**config.mk**
```make
export PLATFORM = sky130hd
export DESIGN_NAME = iter_mag_comp_flat
export DESIGN_NICKNAME = d
export VERILOG_FILES = /design/src/rtl/iter_mag_comp_pkg.sv /design/src/rtl/iter_mag_comp_if.sv /design/src/rtl/iter_mag_comp_chunk_cmp.sv /design/src/rtl/iter_mag_comp.sv /design/src/flat_wrapper.sv
export SDC_FILE = /design/constraint.sdc
export NUM_CORES = 1
export LEC_CHECK = 0
export BUFFER_PORTS_ARGS = -buffer_cell sky130_fd_sc_hd__buf_2
export CAP_MARGIN = 15
export CORE_ASPECT_RATIO = 0.9
export CORE_MARGIN = 1.5
export CORE_UTILIZATION = 60
export CTS_BUF_LIST = sky130_fd_sc_hd__clkbuf_8
export DETAILED_ROUTE_END_ITERATION = 7
export PLACE_DENSITY = 0.95
export SLEW_MARGIN = 20
export SYNTH_ARGS = -nofsm -noshare
export SYNTH_HDL_FRONTEND = slang
export SYNTH_SLANG_ARGS = --single-unit
```
**constraint.sdc**
```tcl
create_clock -name clk -period 4.3 [get_ports clk]
set_input_delay 0.215 -clock clk [delete_from_list [all_inputs] [get_ports clk]]
set_output_delay 0.215 -clock clk [all_outputs]
set_load 0.005 [all_outputs]
```
**src/rtl/iter_mag_comp_pkg.sv**
```systemverilog
// Shared types and derived sizes for the chunked magnitude comparator.
package iter_mag_comp_pkg;

  localparam int DEF_WIDTH = 16;
  localparam int DEF_CHUNK = 4;

  typedef enum logic [1:0] {
    ST_IDLE = 2'd0,
    ST_SCAN = 2'd1,
    ST_DONE = 2'd2
  } state_e;

  function automatic int calc_nchunk(input int width, input int chunk);
    return width / chunk;
  endfunction

  // A single-chunk compare still needs a 1-bit index register.
  function automatic int calc_idx_w(input int nchunk);
    return (nchunk <= 1) ? 1 : $clog2(nchunk);
  endfunction

endpackage

```
**src/rtl/iter_mag_comp_if.sv**
```systemverilog
// Request/result bundle for iter_mag_comp; start is a level sampled only in IDLE or DONE.
interface iter_mag_comp_if
  import iter_mag_comp_pkg::*;
#(
  parameter int WIDTH = DEF_WIDTH
);
  // start is accepted on any rising edge where the FSM sits in IDLE or DONE;
  // done is a one-cycle pulse and less/greater/equal hold until the next result.
  logic             start;
  logic             signed_mode;
  logic [WIDTH-1:0] a;
  logic [WIDTH-1:0] b;
  logic             busy;
  logic             done;
  logic             less;
  logic             greater;
  logic             equal;
  state_e           dbg_state;

  modport master (
    output start, signed_mode, a, b,
    input  busy, done, less, greater, equal, dbg_state
  );

  modport slave (
    input  start, signed_mode, a, b,
    output busy, done, less, greater, equal, dbg_state
  );

endinterface

```
**src/rtl/iter_mag_comp_chunk_cmp.sv**
```systemverilog
// Combinational unsigned compare of one CHUNK-bit slice.
module iter_mag_comp_chunk_cmp #(
  parameter int CHUNK = 4
) (
  input  logic [CHUNK-1:0] a,
  input  logic [CHUNK-1:0] b,
  output logic             lt,
  output logic             gt,
  output logic             eq
);

  assign lt = (a < b);
  assign gt = (a > b);
  assign eq = (a == b);

endmodule

```
**src/rtl/iter_mag_comp.sv**
```systemverilog
// Multi-cycle magnitude comparator: scans CHUNK bits per clock from the MSB and
// stops at the first differing chunk; signed mode uses offset-binary on chunk 0.
module iter_mag_comp
  import iter_mag_comp_pkg::*;
#(
  parameter int WIDTH = DEF_WIDTH,
  parameter int CHUNK = DEF_CHUNK
) (
  input logic               clk,
  input logic               rst,
  iter_mag_comp_if.slave    bus
);

  localparam int NCHUNK = calc_nchunk(WIDTH, CHUNK);
  localparam int IDX_W  = calc_idx_w(NCHUNK);
  localparam logic [IDX_W-1:0] IDX_LAST = IDX_W'(NCHUNK - 1);

  state_e           state_q, state_d;
  logic [IDX_W-1:0] idx_q, idx_d;
  logic [WIDTH-1:0] a_q, a_d;
  logic [WIDTH-1:0] b_q, b_d;
  logic             sgn_q, sgn_d;
  logic             less_q, less_d;
  logic             greater_q, greater_d;
  logic             equal_q, equal_d;

  logic [CHUNK-1:0] chunk_a;
  logic [CHUNK-1:0] chunk_b;
  logic             c_lt, c_gt, c_eq;

  always_comb begin
    chunk_a = '0;
    chunk_b = '0;
    for (int i = 0; i < NCHUNK; i++) begin
      if (idx_q == IDX_W'(i)) begin
        chunk_a = a_q[WIDTH-1-i*CHUNK -: CHUNK];
        chunk_b = b_q[WIDTH-1-i*CHUNK -: CHUNK];
      end
    end
    // Flipping both sign bits maps two's complement onto unsigned order.
    if (sgn_q && (idx_q == '0)) begin
      chunk_a[CHUNK-1] = ~chunk_a[CHUNK-1];
      chunk_b[CHUNK-1] = ~chunk_b[CHUNK-1];
    end
  end

  iter_mag_comp_chunk_cmp #(.CHUNK(CHUNK)) u_chunk_cmp (
    .a  (chunk_a),
    .b  (chunk_b),
    .lt (c_lt),
    .gt (c_gt),
    .eq (c_eq)
  );

  always_comb begin
    state_d   = state_q;
    idx_d     = idx_q;
    a_d       = a_q;
    b_d       = b_q;
    sgn_d     = sgn_q;
    less_d    = less_q;
    greater_d = greater_q;
    equal_d   = equal_q;
    case (state_q)
      ST_IDLE, ST_DONE: begin
        if (bus.start) begin
          a_d     = bus.a;
          b_d     = bus.b;
          sgn_d   = bus.signed_mode;
          idx_d   = '0;
          state_d = ST_SCAN;
        end else begin
          state_d = ST_IDLE;
        end
      end
      ST_SCAN: begin
        if (!c_eq) begin
          less_d    = c_lt;
          greater_d = c_gt;
          equal_d   = 1'b0;
          state_d   = ST_DONE;
        end else if (idx_q == IDX_LAST) begin
          less_d    = 1'b0;
          greater_d = 1'b0;
          equal_d   = 1'b1;
          state_d   = ST_DONE;
        end else begin
          idx_d = idx_q + 1'b1;
        end
      end
      default: state_d = ST_IDLE;
    endcase
  end

  always_ff @(posedge clk or posedge rst) begin
    if (rst) begin
      state_q   <= ST_IDLE;
      idx_q     <= '0;
      a_q       <= '0;
      b_q       <= '0;
      sgn_q     <= 1'b0;
      less_q    <= 1'b0;
      greater_q <= 1'b0;
      equal_q   <= 1'b0;
    end else begin
      state_q   <= state_d;
      idx_q     <= idx_d;
      a_q       <= a_d;
      b_q       <= b_d;
      sgn_q     <= sgn_d;
      less_q    <= less_d;
      greater_q <= greater_d;
      equal_q   <= equal_d;
    end
  end

  assign bus.busy      = (state_q == ST_SCAN);
  assign bus.done      = (state_q == ST_DONE);
  assign bus.less      = less_q;
  assign bus.greater   = greater_q;
  assign bus.equal     = equal_q;
  assign bus.dbg_state = state_q;

endmodule

```
**src/flat_wrapper.sv**
```systemverilog
// flat-port wrapper written by rule: the top's interface ports become plain ports
module iter_mag_comp_flat import iter_mag_comp_pkg::*;
#(
  parameter int WIDTH = DEF_WIDTH,
  parameter int CHUNK = DEF_CHUNK
)
  (clk, rst, bus_start, bus_signed_mode, bus_a, bus_b, bus_busy, bus_done, bus_less, bus_greater, bus_equal, bus_dbg_state);
  iter_mag_comp_if #(.WIDTH(WIDTH)) bus_i ();
  input logic clk;
  input logic rst;
  input wire logic [$bits(bus_i.start)-1:0] bus_start;
  input wire logic [$bits(bus_i.signed_mode)-1:0] bus_signed_mode;
  input wire logic [$bits(bus_i.a)-1:0] bus_a;
  input wire logic [$bits(bus_i.b)-1:0] bus_b;
  output wire logic [$bits(bus_i.busy)-1:0] bus_busy;
  output wire logic [$bits(bus_i.done)-1:0] bus_done;
  output wire logic [$bits(bus_i.less)-1:0] bus_less;
  output wire logic [$bits(bus_i.greater)-1:0] bus_greater;
  output wire logic [$bits(bus_i.equal)-1:0] bus_equal;
  output wire logic [$bits(bus_i.dbg_state)-1:0] bus_dbg_state;
  assign bus_i.start = bus_start;
  assign bus_i.signed_mode = bus_signed_mode;
  assign bus_i.a = bus_a;
  assign bus_i.b = bus_b;
  assign bus_busy = bus_i.busy;
  assign bus_done = bus_i.done;
  assign bus_less = bus_i.less;
  assign bus_greater = bus_i.greater;
  assign bus_equal = bus_i.equal;
  assign bus_dbg_state = bus_i.dbg_state;
  iter_mag_comp #(.WIDTH(WIDTH), .CHUNK(CHUNK)) u_core (.clk(clk), .rst(rst), .bus(bus_i));
endmodule
```
# After elaboration in Yosys (flattened, before gate mapping)
# Cells that the tools add are included.
[totals]
inputBits = 36
ff_bits = 40
wordCells = 55
out_inout_bits = 7
[classes]
bitwise = 2
n_lt_le_gt_ge = 2
add_sub_neg = 1
n_mux = 23
n_eq_ne = 11
n_reduce_logical = 8
[op_table]
columns = ["operator", "count"]
rows = [
  ["2-to-1 mux 4 bit", 8],
  ["2-to-1 mux 2 bit", 5],
  ["2-to-1 mux 1 bit", 8],
  ["case mux 2 bit (2 select lines)", 2],
  ["== test 2 bit, second input constant", 3],
  ["inequality test 2 bit, second input constant", 3],
  ["== test 2 x 1 -> 1 bit, second input constant", 2],
  ["== test 4 bit", 1],
  ["> comparator 4 bit", 1],
  ["zero test 2 bit", 2],
  ["less-than comparator 4 bit", 1],
  ["AND reduction 2 bit", 2],
  ["AND reduction 4 bit", 1],
  ["inequality test 3 bit, second input constant", 1],
  ["adder 2 x 1 -> 2 bit, second input constant", 1],
  ["inequality test 2 x 1 -> 1 bit, second input constant", 1],
  ["inverter 1 bit", 2],
  ["nonzero test 2 bit", 1],
  ["OR reduction 2 bit", 1],
  ["logical AND 1 bit", 1],
]

# Logic depth before layout (Yosys ltp)
# Gate-level depths: netlist of the first run.
[logic_depth]
word_depth = 10
mapped_depth = 12
ltp_nobuf = 11

# Hierarchy
# Synthesis of the first run repeated with hierarchy kept, for this count alone.
[unflattened]
cells_unflattened = 169
area_unflattened_um2 = 2010.7
[modules_own_cells]
columns = ["mod", "n_inst", "seq_area_each_um2", "area_per_inst_um2", "cells_per_inst"]
rows = [
  ["iter_mag_comp", 1, 1001.0, 1881.8, 153],
  ["iter_mag_comp_chunk_cmp", 1, 0.0, 128.9, 16],
]

# Least setup slack after synthesis of the first run
# No wires, ideal clock.
[synth_path]
path_type = "register to register"
start = "register u_core.idx_q[0]"
end = "register u_core.greater_q (netlist: u_core.bus.greater)"
setup_time_ns = 0.122
path_stages_with_launch = 13
required_ns = 4.178
setup_slack_ns = 1.970
arrival_time_ns = 2.208
synth_period_minus_slack_ns = 2.330
n_path_buf = 1
path_cell_list = "dfrtp_1 > inv_1 > ha_1 > buf_4 > inv_1 > o31ai_1 > a21oi_1 > xor2_1 > ha_1 > nand3_1 > nor2_1 > a211o_1 > a32o_1"
[synth_between]
elab_chain_cells = 10
word_cells_on_any_way = 22
classes_between = "order compare (1); eq/ne (5); mux (11); bitwise (2); reduce/logical (3)"
[synth_lines]
columns = ["element", "line", "text"]
rows = [
  ["from (decl)", "iter_mag_comp.sv:19", "logic [IDX_W-1:0] idx_q, idx_d;"],
  ["from (signal assigned)", "iter_mag_comp.sv:107", "idx_q <= idx_d;"],
  ["zero test 2 bit", "iter_mag_comp.sv:35, iter_mag_comp.sv:41", ""],
  ["2-to-1 mux 4 bit (4 in series)", "iter_mag_comp.sv:35", "if (idx_q == IDX_W'(i)) begin"],
  ["inverter 1 bit (on tied branches)", "iter_mag_comp.sv:42, iter_mag_comp.sv:43", ""],
  ["2-to-1 mux 1 bit", "iter_mag_comp.sv:41", "if (sgn_q && (idx_q == '0)) begin"],
  ["== test 4 bit", "iter_mag_comp_chunk_cmp.sv:14", "assign eq = (a == b);"],
  ["inequality test 2 bit (no line)", "-", ""],
  ["AND reduction 2 bit (no line)", "-", ""],
  ["to (signal assigned)", "iter_mag_comp.sv:112", "greater_q <= greater_d;"],
  ["to (decl)", "iter_mag_comp.sv:24", "logic greater_q, greater_d;"],
]
# Several ways; a longest one is shown, not always the timed one.
# A chain may end at the register's enable or synchronous reset.

# Worst setup path in the final report of the first run
[layout_path]
start = "register u_core.idx_q[1]"
end = "register u_core.greater_q (netlist: u_core.bus.greater)"
# The elaborated chain is that of the path after synthesis.

==> results_dict.tcl, run 1 <==
set metrics [dict create \
    r2r_slack_ps 1520 \
    cts_root_buffer "clkbuf_8" \
    fin_crit_ps 2780 \
    startpoint "u_core.idx_q[1]" \
    clockBufferDepth 2 \
    maxCapViolations 0 \
    p_seq_frac 0.351 \
    synth_common_cells "40 x dfrtp_1, 29 x mux2_2, 13 x nand2_1" \
    synth_area_per_cell_um2 12.2 \
    wirelength_mm 3.68 \
    firstDrtPassIters 5 \
    overflow 0 \
    drive_above_1_share 0.431 \
    status "finished clean" \
    synth-edff-count 0 \
    die_area_mm2 0.00361 \
    avgRoutedWirePerCell_um 15.0 \
    synth_top_cell_by_area "dfrtp_1" \
    synth_area_mm2 0.00195 \
    synth_area_leaders "dfrtp_1 51%, mux2_2 17%, ha_1 5.1%" \
    max_freq_ghz 0.360 \
    synth_top_area_frac 0.512 \
    clk_pin_slew_ps 80 \
    grt_max_degree 41 \
    clock_sinks 40 \
    ant_nets 0 \
    syn2layout_area_growth_pct 18.8 \
    timing.rr.end "u_core.bus.greater" \
    hp-class "in -> async" \
    cp_max_fo 12 \
    cp_slowest_cell "ha_1" \
    ys_seq_area_frac 0.512 \
    reg2reg_from "u_core.idx_q[1]" \
    worstPathRequired_ps 4480 \
    num_rows 19 \
    synth_warnings 0 \
    fin_crit_sh 0.646 \
    cts_resized 0 \
    p_clk_frac 0.235 \
    die_x_um 63.2 \
    comb_power_share 0.414 \
    port_buffers 42 \
    cts_hold_buf 0 \
    path_common_cell "ha_1" \
    cts_tree "built" \
    synth-seq-cells 40 \
    grt_pass1_wl_mm 6.20 \
    switching_power_mw 0.585 \
    synth_cells 160 \
    postCtsSetupRepairBufs 0 \
    fin_nets 247 \
    worstSetupStartpointType "flip-flop" \
    viasPerCell 5.43 \
    p_sw_frac 0.329 \
    clkLatencyLatePin_ps 290 \
    drt_iter0_markers 66 \
    worst_ep_arrival_time_ps 2950 \
    fp.dieH_um 57.1 \
    synth_fp_nets 204 \
    instances_no_fill 246 \
    io_pins 43 \
    powerDensity_mw_per_mm2 767 \
    slew_headroom 0.534 \
    cp-end-kind "flip-flop" \
    ys.flop_type "dfrtp_1" \
    grt_use_total 0.237 \
    vias 1336 \
    cts_htree_levels 2 \
    antenna_cells 0 \
    rsz0062_at_grt "false" \
    place_inst 238 \
    hpwlAfterDp_mm 2.63 \
    slowest_delay_ps 440 \
    core_area_mm2 0.00309 \
    peakVddDrop_v 0.000478 \
    grt_pass1_vias 1291 \
    crit_type "reg -> reg" \
    tns_ps 0 \
    ys_types 32 \
    setup_viol 0 \
    hold_viol_final 0 \
    antenna_found_initial 0 \
    globalplace.congestion 0.803 \
    yosysMostFrequentCell "dfrtp_1" \
    worst_slew_pin_slew_ps 699 \
    worst-r2r-cell-count 10 \
    initial_core_util 0.632 \
    synth-async-reset-ratio 1.00 \
    clock-skew-final_ps 8.19 \
    p_int_mw 1.20 \
    numCtsBuffers 5 \
    drc_errors 0 \
    slew_viol_final 0 \
    crit_end "u_core.bus.greater" \
    p_leak_nw 1.10 \
    fillers 222 \
    worstPathCellList "inv_1, ha_1, nor2b_4, a221oi_1, nor3_1, a21oi_1, ha_1, a21o_1, a211o_1, a32o_1" \
]
==> critical path: cells and delay by family (launching register included) <==
| kind | cells | cell delay (ps) |
|---|---|---|
| AO/OA/AOI/OAI | 5 | 1210 |
| flip-flops | 1 | 420 |
| adder cells (fa/ha/maj) | 2 | 730 |
| AND/OR/NAND/NOR | 2 | 200 |
| buffers and inverters | 1 | 110 |
==> power by group through the flow <==
stage                     sequential, mW  clock (mW)  combinational (mW)
after floorplan                    0.594           0               0.602
after global placement             0.620           0               0.701
after detailed placement           0.629           0               0.730
after CTS                          0.627       0.423               0.739
after global routing               0.644       0.442               0.817
final                              0.626       0.418               0.737
==> final cells by class <==
class | instances | area [µm²] | area share
clock inverter | 3 | 90.1 | 0.0388
multi-input combinational | 105 | 857 | 0.369
timing repair buffer | 44 | 225 | 0.0970
sequential | 40 | 1000 | 0.431
clock buffer | 5 | 68.8 | 0.0296
inverter | 7 | 26.3 | 0.0113
tap | 42 | 52.6 | 0.0226
==> sequential cells by signal, indices dropped and copies added, names as in the netlist <==
register,flops
u_core.sgn_q,1
u_core.a_q,16
u_core.bus.equal,1
u_core.idx_q,2
u_core.b_q,16
u_core.bus.less,1
u_core.bus.dbg_state,2
u_core.bus.greater,1
==> cell usage in the layout, fill, tap and decap left out <==
cell type  instances
nor2b_1            1
nor3_2             1
nand2_1           13
xor2_1             2
dfrtp_1           40
a221oi_1           2
nor2b_2            1
buf_2             42
mux2_1             3
inv_1              7
a32o_1             1
buf_4              2
a21oi_1            8
o211ai_2           1
nand2b_1           3
a21o_1             1
ha_1               8
mux2_2            29
o311ai_2           1
nor2b_4            1
bufinv_16          3
o21ai_1            1
o21ai_0           11
a211o_1            1
nand3_1            2
a22oi_1            2
nand4_1            1
or2_2              1
nor2_2             1
o31ai_1            2
a221o_1            2
clkbuf_8           5
nor3_1             2
nor2_1             3
==> metal layers <==
layer / share of wire / track usage / vias up
met2: 0.49 / 0.380 / 49
met1: 0.44 / 0.305 / 629
met5: 0 / 0 / -
met4: 0.015 / 0.0762 / 0
met3: 0.058 / 0.0828 / 4
li1: - / - / 654
==> logic make-up after synthesis <==
family                   share of synthesized area
XOR/XNOR                                   0.00896
multiplexers                                 0.184
buffers and inverters                       0.0506
AO/OA/AOI/OAI                                0.114
adder cells (fa/ha/maj)                     0.0512
flip-flops                                   0.512
AND/OR/NAND/NOR                             0.0788
==> through the flow <==
| step | util | instance area, µm² | worst slack [ps] | power (mW) | hold slack [ps] |
|---|---|---|---|---|---|
| 2_1_floorplan | - | 1950 | 1970 | 1.20 | 332 |
| 3_3_place_gp | 0.700 | 2160 | 1610 | 1.32 | 350 |
| 3_5_place_dp | 0.700 | 2160 | 1570 | 1.36 | 358 |
| 4_1_cts | 0.751 | 2320 | 1530 | 1.79 | 38.6 |
| 5_1_grt | 0.751 | 2320 | 1320 | 1.90 | 61.8 |
| 6_report | 0.751 | 2320 | 1520 | 1.78 | 23.7 |
==> worst min path at each step <==
stage               cells past startpoint  slack [ps]             end
finish                                  3          20   u_core.b_q[8]
global route                            3          60  u_core.b_q[11]
CTS                                     3          40  u_core.b_q[12]
detailed placement                      3         360  u_core.b_q[11]
global placement                        3         350  u_core.b_q[15]
floorplan                               2         330   u_core.a_q[4]
No activity file was read; power rests on OpenSTA's default activity.
==> run 2, diff against run 1 <==
- ABC_AREA: not set -> 1
- CORE_UTILIZATION: 60 -> 51
- PLACE_DENSITY: 0.95 -> 0.86
- clock period: 4.3 -> 2.4 ns (I/O delays scaled with it)
==> results_dict.tcl, run 2 <==
set metrics [dict create \
    grt_pass1_vias 1510 \
    clockBufferDepth 2 \
    max_freq_ghz 0.455 \
    startpoint "u_core.idx_q[0]" \
    fin_crit_ps 2200 \
    status "finished clean" \
    synth_area_per_cell_um2 9.94 \
    synth_top_area_frac 0.482 \
    top_regs "u_core.a_q x16, u_core.b_q x16" \
    drt_iter0_markers 99 \
    fin_nets 300 \
    cts_htree_levels 2 \
    cts_tree "built" \
    ant_nets 0 \
    synth_area_leaders "dfrtp_1 48%, mux2_4 16%, nand2_1 8.9%" \
    clkLatencyLatePin_ps 300 \
    final_common_cell "nand2_1" \
    hp-class "in -> reg" \
    use_met3 0.0464 \
    maxCapViolations 0 \
    cp_max_fo 8 \
    vias 1567 \
    synth_top_cell_by_area "dfrtp_1" \
    avgRoutedWirePerCell_um 13.5 \
    firstDrtPassIters 6 \
    cts_root_buffer "clkbuf_8" \
    fp.dieH_um 63.5 \
    numCtsBuffers 5 \
    globalplace.congestion 0.871 \
    grt_use_total 0.199 \
    slew_headroom 0.586 \
    r2r_slack_ps 200 \
    drc_errors 0 \
    wirelength_mm 4.09 \
    synth-seq-cells 40 \
    ys.flop_type "dfrtp_1" \
    viasPerCell 5.17 \
    fin_crit_sh 0.915 \
    instances_no_fill 303 \
    fillers 305 \
    powerDensity_mw_per_mm2 1410 \
    grt_pass1_wl_mm 6.81 \
    busiest_layer "met2" \
    clk_pin_slew_ps 70 \
    yosysMostFrequentCell "nand2_1" \
    port_buffers 42 \
    syn2layout_area_growth_pct 21.5 \
    hpwlAfterDp_mm 2.85 \
    final_cell_mix "49 x nand2_1, 42 x buf_2, 39 x dfrtp_1" \
    synth_area_mm2 0.00208 \
    worstPathRequired_ps 2640 \
    antenna_found_initial 0 \
    final_area_mm2 0.00252 \
    tns_ps 0 \
    clock-skew-final_ps 7.63 \
    num_rows 21 \
    setup_viol 0 \
    ys_types 23 \
    ys_seq_area_frac 0.482 \
    reg2reg_from "u_core.idx_q[0]" \
    drive_above_1_share 0.370 \
    antenna_cells 0 \
    p_leak_nw 1.35 \
    io_pins 43 \
    synth-async-reset-ratio 1.00 \
    hold_viol_final 0 \
    timing.rr.end "u_core.bus.greater" \
    worst-r2r-cell-count 14 \
    die_x_um 70.3 \
    overflow 0 \
    crit_end "u_core.bus.greater" \
    synth_fp_nets 253 \
    crit_type "reg -> reg" \
    core_area_mm2 0.00381 \
    initial_core_util 0.545 \
    synth_common_cells "49 x nand2_1, 40 x dfrtp_1, 22 x inv_1, 22 x mux2_4, 19 x a21oi_1" \
    synth-edff-count 0 \
    slew_viol_final 0 \
    cp-end-kind "flip-flop" \
    worstSetupStartpointType "flip-flop" \
    worst_slew_pin_slew_ps 621 \
    worst_ep_arrival_time_ps 2440 \
    grt_max_degree 44 \
    clock_sinks 40 \
    use_met1 0.272 \
    synth_cells 209 \
    placed_cell_area_mm2 0.00230 \
    place_inst 292 \
    die_area_mm2 0.00446 \
    peakVddDrop_v 0.000634 \
    met2_usage 0.296 \
    synth_warnings 0 \
]
==> run 2: cell types whose count changed after synthesis, sizes merged, moves of 7 or more <==
cell | previous run | this run
mux2 | 32 | 25
nor2 | 4 | 16
a21oi | 8 | 19
inv | 7 | 23
nand2 | 13 | 51
==> run 2: layer usage <==
layer | part of all wire | vias up
li1 | - | 772
met1 | 0.48 | 735
met2 | 0.45 | 48
met3 | 0.052 | 12
met4 | 0.025 | 0
met5 | 0 | -
==> run 2: what timing repair did <==
item,CTS,global route
pin swaps,0,0
endpoints found under the setup margin,6,7
resized for setup,1,16
buffers inserted,0,2
hold buffers,1,0
endpoints found under the hold margin,40,0
==> run 2: report_power, final <==
group / internal [mW] / total (mW) / switching, mW / leakage, nW
logic: 0.846 / 1.80 / 0.959 / 0.816
registers: 0.973 / 1.15 / 0.182 / 0.468
clock network: 0.367 / 0.593 / 0.226 / 0.0645
total: 2.19 / 3.55 / 1.37 / 1.35
==> run 2: cell families (layout without fill, tap and decap cells) <==
kind of cell / Yosys count / after routing / synth area share
muxes: 25 / 25 / 0.175
and+or+nand+nor: 74 / 74 / 0.145
adders and majority gates: 8 / 8 / 0.0482
DFF: 40 / 40 / 0.482
buffers and inverters: 31 / 79 / 0.0705
AOI/OAI and AO/OA: 31 / 31 / 0.0795
==> run 2: worst min-delay path by stage <==
stage               depth (start not counted)       from             end
global placement                            3        rst  u_core.a_q[14]
global route                                2  bus_b[14]  u_core.b_q[14]
floorplan                                   1  bus_a[10]  u_core.a_q[10]
detailed placement                          3        rst  u_core.a_q[14]
CTS                                         2  bus_a[12]  u_core.a_q[12]
finish                                      2  bus_a[12]  u_core.a_q[12]
==> run 2: critical path: stages, from the launching register on <==
cell	delay [ps]
dfrtp_2	430
buf_4	150
ha_2	250
buf_4	160
nand2_1	90
nand2_1	60
nand2_1	50
nand2_1	60
ha_1	300
nand2_1	100
nor2_4	150
nor2_2	60
nor2_1	130
nand2_1	70
nand2_1	50
==> run 2: cell type report <==
cell class / instances / area (µm²) / area share
Clock inverter: 1 / 30.0 / 0.0119
Multi-Input combinational cell: 138 / 993 / 0.394
Sequential cell: 40 / 1000 / 0.397
Inverter: 24 / 93.8 / 0.0372
Clock buffer: 7 / 96.3 / 0.0382
Timing Repair Buffer: 47 / 250 / 0.0992
Tap cell: 46 / 57.6 / 0.0228
==> run 2: stage by stage <==
step	utilization	setup slack (ps)	power, mW	hold slack [ps]
2_1_floorplan	-	370	2.42	269
6_report	0.662	203	3.55	47.9
5_1_grt	0.662	-5.98	3.88	33.0
3_5_place_dp	0.605	-44.5	2.76	269
3_3_place_gp	0.605	88.5	2.69	254
4_1_cts	0.641	50.7	3.37	41.8
==> run 3, diff against run 2 <==
- CORE_UTILIZATION: 51 -> 30
- PLACE_DENSITY: 0.86 -> 0.59
==> results_dict.tcl, run 3 (synthesized netlist as in run 2, its figures left out) <==
set metrics [dict create \
    cp_max_fo 5 \
    rsz0062_at_grt "false" \
    fin_crit_ps 2220 \
    antenna_cells 0 \
    worstPathRequired_ps 2590 \
    clock_sinks 40 \
    avgRoutedWirePerCell_um 12.2 \
    grt_pass1_wl_mm 7.20 \
    maxCapViolations 0 \
    core_area_mm2 0.00662 \
    num_rows 28 \
    io_pins 43 \
    syn2layout_area_growth_pct 20.8 \
    placed_cell_area_mm2 0.00236 \
    hp-class "in -> reg" \
    hold_viol_final 0 \
    grt_use_total 0.126 \
    setup_ws_ps 178 \
    viasPerCell 4.22 \
    fin_crit_sh 0.926 \
    clkLatencyLatePin_ps 290 \
    vias 1455 \
    cts_htree_levels 2 \
    powerDensity_mw_per_mm2 1320 \
    postCtsSetupRepairBufs 0 \
    drt_iter0_markers 65 \
    setup_viol 0 \
    initial_core_util 0.314 \
    ant_nets 0 \
    clock-skew-final_ps 6.40 \
    slew_viol_final 0 \
    max_freq_ghz 0.450 \
    dp_slack_ps -67.1 \
    drc_errors 0 \
    numCtsBuffers 5 \
    worst_ep_arrival_time_ps 2410 \
    final_area_mm2 0.00251 \
    final_common_cell "nand2_1" \
    status "finished clean" \
    die_x_um 90.7 \
    overflow 0 \
    p_leak_nw 1.32 \
    top_regs "u_core.a_q x16, u_core.b_q x16" \
    slew_headroom 0.585 \
    worstSetupStartpointType "flip-flop" \
    fin_nets 298 \
    clockBufferDepth 2 \
    port_buffers 42 \
    hpwlAfterDp_mm 3.11 \
    wirelength_mm 4.22 \
    final_cell_mix "49 x nand2_1, 42 x buf_2, 39 x dfrtp_1" \
    cp-end-kind "flip-flop" \
    crit_type "reg -> reg" \
    peakVddDrop_v 0.000601 \
    worst_slew_pin_slew_ps 623 \
    cts_tree "built" \
    drive_above_1_share 0.349 \
    die_area_mm2 0.00743 \
    fp.dieH_um 81.9 \
    clk_pin_slew_ps 70 \
    firstDrtPassIters 4 \
    antenna_found_initial 0 \
    cts_root_buffer "clkbuf_8" \
    globalplace.congestion 0.813 \
    grt_max_degree 44 \
    grt_pass1_vias 1525 \
]
## run 3: per-stage QoR
stage | TNS [ps] | utilization | instances | hold slack (ps) | power [mW]
after floorplan | 0 | - | 209 | 269 | 2.42
after global placement | 0 | 0.356 | 336 | 273 | 2.73
after detailed placement | -291 | 0.356 | 336 | 275 | 2.76
after CTS | 0 | 0.372 | 345 | 45.0 | 3.23
after global routing | 0 | 0.379 | 345 | 42.8 | 3.67
final | 0 | 0.379 | 345 | 52.6 | 3.31
## run 3: power by group
part	total (mW)	switching, mW	internal [mW]
registers	1.16	0.184	0.972
logic	1.71	0.911	0.796
clock network	0.448	0.222	0.226
## run 3: critical path, stage by stage, from the launching register on
cell and delay [ps]:
dfrtp_2 460, inv_2 110, ha_2 230, inv_1 80, nor2_4 130, nand2_1 60, a21oi_1 170, o21ai_1 110
ha_1 300, nand2_1 80, nor2_4 120, nor2_2 60, inv_1 70, nand2_1 50, nand2_1 60, inv_1 30
## run 3: path summary, 6_finish.rpt
| path | from | end | slack (ps) | cells past startpoint |
|---|---|---|---|---|
| max | u_core.idx_q[0] | u_core.bus.less | 180 | 15 |
| min | bus_b[12] | u_core.b_q[12] | 50 | 2 |
| max reg2reg | u_core.idx_q[0] | u_core.bus.less | 180 | 15 |
| min reg2reg | u_core.bus.greater | u_core.bus.greater | 490 | 2 |
| max in group asynchronous | rst | u_core.idx_q[0] | 1520 | 4 |
| min in group asynchronous | rst | u_core.sgn_q | 500 | 4 |
## run 3: layout make-up
class | instances | area, µm²
Fill cell | 683 | 4110
Clock inverter | 2 | 7.51
Sequential cell | 40 | 1000
Multi-Input combinational cell | 138 | 980
Clock buffer | 6 | 82.6
Inverter | 24 | 90.1
Tap cell | 90 | 113
Timing Repair Buffer | 45 | 235
## run 3: layer usage
layer,vias to the layer above,share of wire,GRT usage
met5,-,0,0
met3,5,0.060,0.0370
met2,32,0.43,0.194
met4,0,0.013,0.0540
li1,763,-,-
met1,655,0.50,0.166
## run 3: repair_timing
item                                    in CTS  in global routing
endpoints found under the setup margin       6                  7
hold buffers                                 1                  0
pin swaps                                    0                  0
hold endpoints to repair                    40                  0
resized for setup                            1                 13
